File: src/rtl/pbus_pkg.sv
// ---------------------------------------------------------------------------
// pbus_pkg
//   Shared definitions for the 8-bit peripheral register bus (cs/rw/AD/DI/DO).
//   Used by the bus master, by peripheral models and by benches so that the
//   state encoding and the read/write polarity are defined in exactly one place.
//
//   Contents:
//     pbus_state_e : master sequencing states IDLE, ISSUE, DRAIN, RESP
//     PBUS_DW      : bus data width (one byte per bus cycle)
//     PBUS_RD/WR   : encodings of the rw strobe (1 = read, 0 = write)
// ---------------------------------------------------------------------------
package pbus_pkg;

  localparam int PBUS_DW = 8;

  localparam logic PBUS_RD = 1'b1;
  localparam logic PBUS_WR = 1'b0;

  typedef enum logic [1:0] {
    IDLE  = 2'd0,
    ISSUE = 2'd1,
    DRAIN = 2'd2,
    RESP  = 2'd3
  } pbus_state_e;

endpackage

File: src/rtl/periph_bus_master.sv
// ---------------------------------------------------------------------------
// periph_bus_master
//   Initiator for the 8-bit peripheral register bus. One word request
//   (BYTES bytes, read or write) taken on a valid/ready port is expanded into
//   BYTES back-to-back byte cycles at ascending (wrapping) addresses. Read
//   bytes come back one cycle after their select and are assembled into a
//   single word; a completion is returned on a valid/ready response port.
//
//   Byte 0 is the most significant byte of the word and goes to the base
//   address; byte k sits at word[8*(BYTES-k)-1 -: 8] and address base+k.
//
//   Parameters
//     AW     peripheral address width (addresses wrap modulo 2**AW)
//     BYTES  bytes per word transfer (>= 1)
//
//   Ports
//     clk, rst             clock, synchronous active-high reset
//     req_valid/req_ready  request handshake
//     req_rw               1 = read, 0 = write
//     req_addr             base byte address
//     req_wdata            write word
//     rsp_valid/rsp_ready  response handshake (one per request)
//     rsp_rdata            assembled read word, 0 for writes
//     bus_cs               peripheral select, one cycle per byte
//     bus_rw               1 = read cycle (idles high)
//     bus_ad               byte address (holds last value between transfers)
//     bus_do               write byte to peripheral, 0 on reads and idle
//     bus_di               registered read byte from peripheral
//
//   All outputs are registered. A reset mid-transfer abandons the transfer:
//   the select drops the cycle after the reset edge and no response is made.
// ---------------------------------------------------------------------------
module periph_bus_master
  import pbus_pkg::*;
#(
  parameter int AW    = 3,
  parameter int BYTES = 4
) (
  input  logic                     clk,
  input  logic                     rst,
  input  logic                     req_valid,
  output logic                     req_ready,
  input  logic                     req_rw,
  input  logic [AW-1:0]            req_addr,
  input  logic [PBUS_DW*BYTES-1:0] req_wdata,
  output logic                     rsp_valid,
  input  logic                     rsp_ready,
  output logic [PBUS_DW*BYTES-1:0] rsp_rdata,
  output logic                     bus_cs,
  output logic                     bus_rw,
  output logic [AW-1:0]            bus_ad,
  output logic [PBUS_DW-1:0]       bus_do,
  input  logic [PBUS_DW-1:0]       bus_di
);

  localparam int WW = PBUS_DW * BYTES;
  localparam int CW = $clog2(BYTES + 1);
  localparam logic [CW-1:0] LAST_CNT = CW'(BYTES);

  pbus_state_e     state;
  logic            rw_q;       // latched direction of the transfer in flight
  logic [CW-1:0]   cnt;        // number of byte cycles issued so far
  logic            rd_vld_p1;  // bus_di carries a read byte this cycle
  logic [WW-1:0]   wsh;        // remaining write bytes, next one at the top
  logic [WW-1:0]   rsh;        // read bytes collected so far, newest at the bottom

  // Append one byte at the bottom of the word, pushing older bytes upward so
  // that the first byte collected ends up in the most significant slot.
  function automatic logic [WW-1:0] shift_in(input logic [WW-1:0] w,
                                             input logic [PBUS_DW-1:0] b);
    logic [WW-1:0] r;
    r = w << PBUS_DW;
    r[PBUS_DW-1:0] = b;
    return r;
  endfunction

  // -------------------------------------------------------------------------
  // Control and output registers
  // -------------------------------------------------------------------------
  always_ff @(posedge clk) begin
    if (rst) begin
      state     <= IDLE;
      req_ready <= 1'b1;
      rsp_valid <= 1'b0;
      rsp_rdata <= '0;
      bus_cs    <= 1'b0;
      bus_rw    <= PBUS_RD;
      bus_ad    <= '0;
      bus_do    <= '0;
      cnt       <= '0;
      rw_q      <= PBUS_RD;
      rd_vld_p1 <= 1'b0;
    end else begin
      // A read select this cycle means the peripheral presents data next cycle.
      rd_vld_p1 <= bus_cs && (bus_rw == PBUS_RD);

      case (state)
        IDLE: begin
          // req_ready is high throughout IDLE, so valid alone is the handshake.
          if (req_valid) begin
            req_ready <= 1'b0;
            rw_q      <= req_rw;
            state     <= ISSUE;
            bus_cs    <= 1'b1;
            bus_rw    <= req_rw;
            bus_ad    <= req_addr;
            bus_do    <= (req_rw == PBUS_RD) ? '0 : req_wdata[WW-1 -: PBUS_DW];
            cnt       <= CW'(1);
          end
        end

        ISSUE: begin
          if (cnt == LAST_CNT) begin
            bus_cs <= 1'b0;
            bus_rw <= PBUS_RD;
            bus_do <= '0;
            if (rw_q == PBUS_WR) begin
              // Writes complete as soon as the last byte has been presented.
              state     <= RESP;
              rsp_valid <= 1'b1;
              rsp_rdata <= '0;
            end else begin
              state <= DRAIN;
            end
          end else begin
            bus_ad <= bus_ad + AW'(1);
            bus_do <= (rw_q == PBUS_RD) ? '0 : wsh[WW-1 -: PBUS_DW];
            cnt    <= cnt + CW'(1);
          end
        end

        DRAIN: begin
          // The last read byte is on bus_di now; fold it in on the way out.
          state     <= RESP;
          rsp_valid <= 1'b1;
          rsp_rdata <= shift_in(rsh, bus_di);
        end

        RESP: begin
          if (rsp_ready) begin
            rsp_valid <= 1'b0;
            req_ready <= 1'b1;
            state     <= IDLE;
          end
        end

        default: state <= IDLE;
      endcase
    end
  end

  // -------------------------------------------------------------------------
  // Data shift registers (no reset: contents are fully overwritten per transfer)
  // -------------------------------------------------------------------------
  always_ff @(posedge clk) begin
    if (state == IDLE) begin
      wsh <= req_wdata << PBUS_DW;
    end else if (state == ISSUE) begin
      wsh <= wsh << PBUS_DW;
    end
    if (rd_vld_p1) begin
      rsh <= shift_in(rsh, bus_di);
    end
  end

endmodule

File: config.mk
export PLATFORM = sky130hd
export DESIGN_NAME = periph_bus_master
export DESIGN_NICKNAME = d
export VERILOG_FILES = /design/src/rtl/pbus_pkg.sv /design/src/rtl/periph_bus_master.sv
export SDC_FILE = /design/constraint.sdc
export NUM_CORES = 1
export LEC_CHECK = 0
export CORE_MARGIN = 2
export CORE_UTILIZATION = 50
export DETAILED_ROUTE_END_ITERATION = 10
export PLACE_DENSITY = 0.9
export SYNTH_ARGS = -nofsm -noshare
export SYNTH_HDL_FRONTEND = slang
export SYNTH_SLANG_ARGS = --single-unit
File: constraint.sdc
create_clock -name clk -period 2.36 [get_ports clk]
set_clock_uncertainty 0.15 [all_clocks]
set_input_delay 0.354 -clock clk [delete_from_list [all_inputs] [get_ports clk]]
set_output_delay 0.354 -clock clk [all_outputs]
set_load 0.01 [all_outputs]
==> summary.md <==
| Metric | Value |
|---|---|
| CTS Buf Count | `9` |
| Crit path max fanout | `16` |
| Htree depth | `3` |
| PnR worst setup slack | `between 0.2 and 0.25 ns` |
| Layout net count | `495` |
| Worst rel slew slack | `60.72%` |
| Comb pwr share | `roughly a third` |
| Register share of total power | `48.2%` |
| Synth cell count leaders | `dfxtp_1 (54), edfxtp_1 (48), inv_1 (38), nand2_1 (35), o32ai_1 (31)` |
| Top Ports | `95` |
| Setup CP Type | `flop to flop` |
| Final RePlAce weighted congestion | `0.8338` |
| Yosys top cell area share | `34.89%` |
| P_int | `0.003771 W` |
| Initial cell density of the core | `roughly half` |
| Antenna Nets Post-Route | `0` |
| Leak | `around 1.9 nW` |
| CTS tree | `built` |
| Cell row count | `33` |
| Pwr Density | `1042 nW/um^2` |
| Die X | `94.90 um` |
| Post-DP HPWL | `about 6000 um` |
| Setup crit start kind | `flop` |
| Final Total Pwr | `0.005579 W` |
| FILL cells | `around 630` |
| Placeable Area | `between 8000 and 9000 sq um` |
| Peak supply drop | `0.0005844 V` |
| Grt ovf | `0` |
| CP top delay family | `compound AO/OA/AOI/OAI gates` |
| DIE AREA | `between 9000 and 10000 sq um` |
| Outcome | `finished, final reports clean` |
| Worst EP required | `between 2 and 2.5 ns` |
| Setup violators final | `0` |
| Reg clk slew, reported paths | `0.10 ns` |
| Seq/Total Area, Yosys | `61.05%` |
| Tightest Pin Transition | `0.5870 ns` |
| Final TNS setup | `0 ns` |
| Area contributors post-synth | `edfxtp_1 (35%), dfxtp_1 (26%), o32ai_1 (6.6%)` |
| Post-placement setup slack | `between 0.2 and 0.3 ns` |
| Drt drc | `0` |
| Mapped cell area | `4131 sq um` |
| Synthesized Nets | `404` |
| Die Y-Extent | `94.90 um` |
| Routed WL | `8971 um` |
| FF+latch count, synth | `102` |
| Worst-Skew Late Latency | `0.36 ns` |
| ANT cells | `0` |
| Post-route minimum period | `2.126 ns` |
| Critical path endpoint category | `flop` |
| DRT Pass-1 Iters | `5` |
| Slowest-stage cell, CP | `a2111oi_0` |
| Vias in the first global route | `2962` |
| Largest net degree at the start of global routing | `33` |
| Max Cap Violations | `0` |
| Ys async rst share | `0%` |
| First-pass GRT wire length | `14370 um` |
| Critical Path Start | `state[1]` |
| Hold crit path type | `flop to flop` |
| Fin util | `66.17%` |
| Layout cells sized above 1 | `10.84%` |
| CTS Hold Bufs | `0` |
| Beginning of the worst hold path | `rsh[8]` |
| Reg-to-Reg Start | `state[1]` |
| Max stage delay on crit path | `0.51 ns` |
| Post-Syn Instances | `~350` |
| Ys flop type | `dfxtp_1` |
| Post-CTS Setup Bufs | `0` |
| Tcrit/Tclk final | `90.08%` |
| Vias post-DR | `2961` |
| Root buf cell | `clkbuf_8` |
| Largest area contributor in the netlist | `edfxtp_1` |
| Psw | `~0.0018 W` |
| Vias/cell | `5.403` |
| Mean Syn Cell Area | `between 10 and 15 sq um` |
| GRT Overall Usage | `20.87%` |
| Crit path DAT | `2.19 ns` |
| Crit-path cells | `inv_1 -> ha_1 -> a21boi_4 -> a2111oi_0 -> o32ai_1` |
| I/O Buffers | `94` |
| Post-synth EDFFs | `48` |
| DR WL/cell | `16.37 um` |
| Count leader, synth | `dfxtp_1` |
| Sum of buffers and inverters on the critical path | `1` |
| Clk pwr share | `a little under a fifth` |
| Post-synthesis cell type count | `44` |
| DR iter-0 viols | `174` |
| Yosys synthesis warning count | `0` |
| Initial antenna violation count | `0` |
| Clock sink total | `102` |
| Final Max Slew Viols | `0` |
| Switching Fraction | `around a third` |
| PostCTS Resize Cnt | `0` |
| RSZ-0062 raised after global routing | `no` |
| Max Buffers Root-to-Sink | `2` |
| FMAX | `0.4704 GHz` |
| P&R area growth vs syn | `29.62%` |
| Fin. Hold Viols | `0` |
[sequential cells by signal, summed over array words and instances, names as in the netlist]
| signal | flops |
|---|---|
| bus_ad | 3 |
| bus_cs | 1 |
| bus_do | 8 |
| bus_rw | 1 |
| cnt | 3 |
| rd_vld_p1 | 1 |
| req_ready | 1 |
| rsh | 24 |
| rsp_rdata | 32 |
| rsp_valid | 1 |
| rw_q | 1 |
| state | 2 |
| wsh | 24 |
[cell families after synthesis]
logic type      share of synthesized area (%)
simple gates                            8.086
buf+inv                                 6.693
flops                                   61.05
compound gates                          16.23
mux                                     5.209
fa+ha+maj                               2.726
[routing by layer]
layer	global-route usage [%]	wire (um)
met4	9.783	199
met2	34.16	4460
met3	4.230	476
met5	0	0
met1	26.61	3835
[through the flow]
step / hold slack [ns] / instances / area, sq um
after floorplan: 0.2762 / 347 / 4131
after global placement: 0.2821 / 532 / 5170
after detailed placement: 0.2844 / 532 / 5170
after CTS: 0.3097 / 548 / 5355
after global routing: 0.3185 / 548 / 5355
final: 0.3133 / 548 / 5355
[power groups by stage]
stage | registers, W | logic (W) | clock network, W
after floorplan | 0.00276 | 0.00109 | 0
after global placement | 0.00269 | 0.00176 | 0
after detailed placement | 0.00272 | 0.00184 | 0
after CTS | 0.00268 | 0.00185 | 0.00107
after global routing | 0.00273 | 0.00202 | 0.00112
final | 0.00269 | 0.00185 | 0.00104
[path summary, 6_finish.rpt]
| path | slack (ns) | to | cells past startpoint |
|---|---|---|---|
| worst max-delay path | 0.23 | state[0] | 5 |
| worst min-delay path | 0.31 | rsh[16] | 0 |
| worst max register to register | 0.23 | state[0] | 5 |
| worst min register to register | 0.31 | rsh[16] | 0 |
[area by class of cell]
class / instances / area, sq um / share of cell area (%)
Inverter: 40 / 150.1 / 2.804
Clock inverter: 5 / 43.79 / 0.8178
Multi-Input combinational cell: 182 / 1333 / 24.88
Clock buffer: 11 / 141.4 / 2.640
Timing Repair Buffer: 103 / 1033 / 19.30
Sequential cell: 102 / 2522 / 47.10
Tap cell: 105 / 131.4 / 2.453
[cells in the final DEF (no fill, tap or decap), types with 9 or more instances in the layout]
cell | synthesis | final
dfxtp_1 | 54 | 54
and2_1 | 9 | 9
edfxtp_1 | 48 | 48
mux2_2 | 16 | 16
clkbuf_8 | 0 | 10
clkdlybuf4s50_1 | 0 | 94
o32ai_1 | 31 | 31
a21oi_1 | 17 | 17
nand2_1 | 35 | 35
ha_1 | 9 | 9
inv_1 | 38 | 38
o21ai_0 | 10 | 10
(Power assumes the default switching activity.)
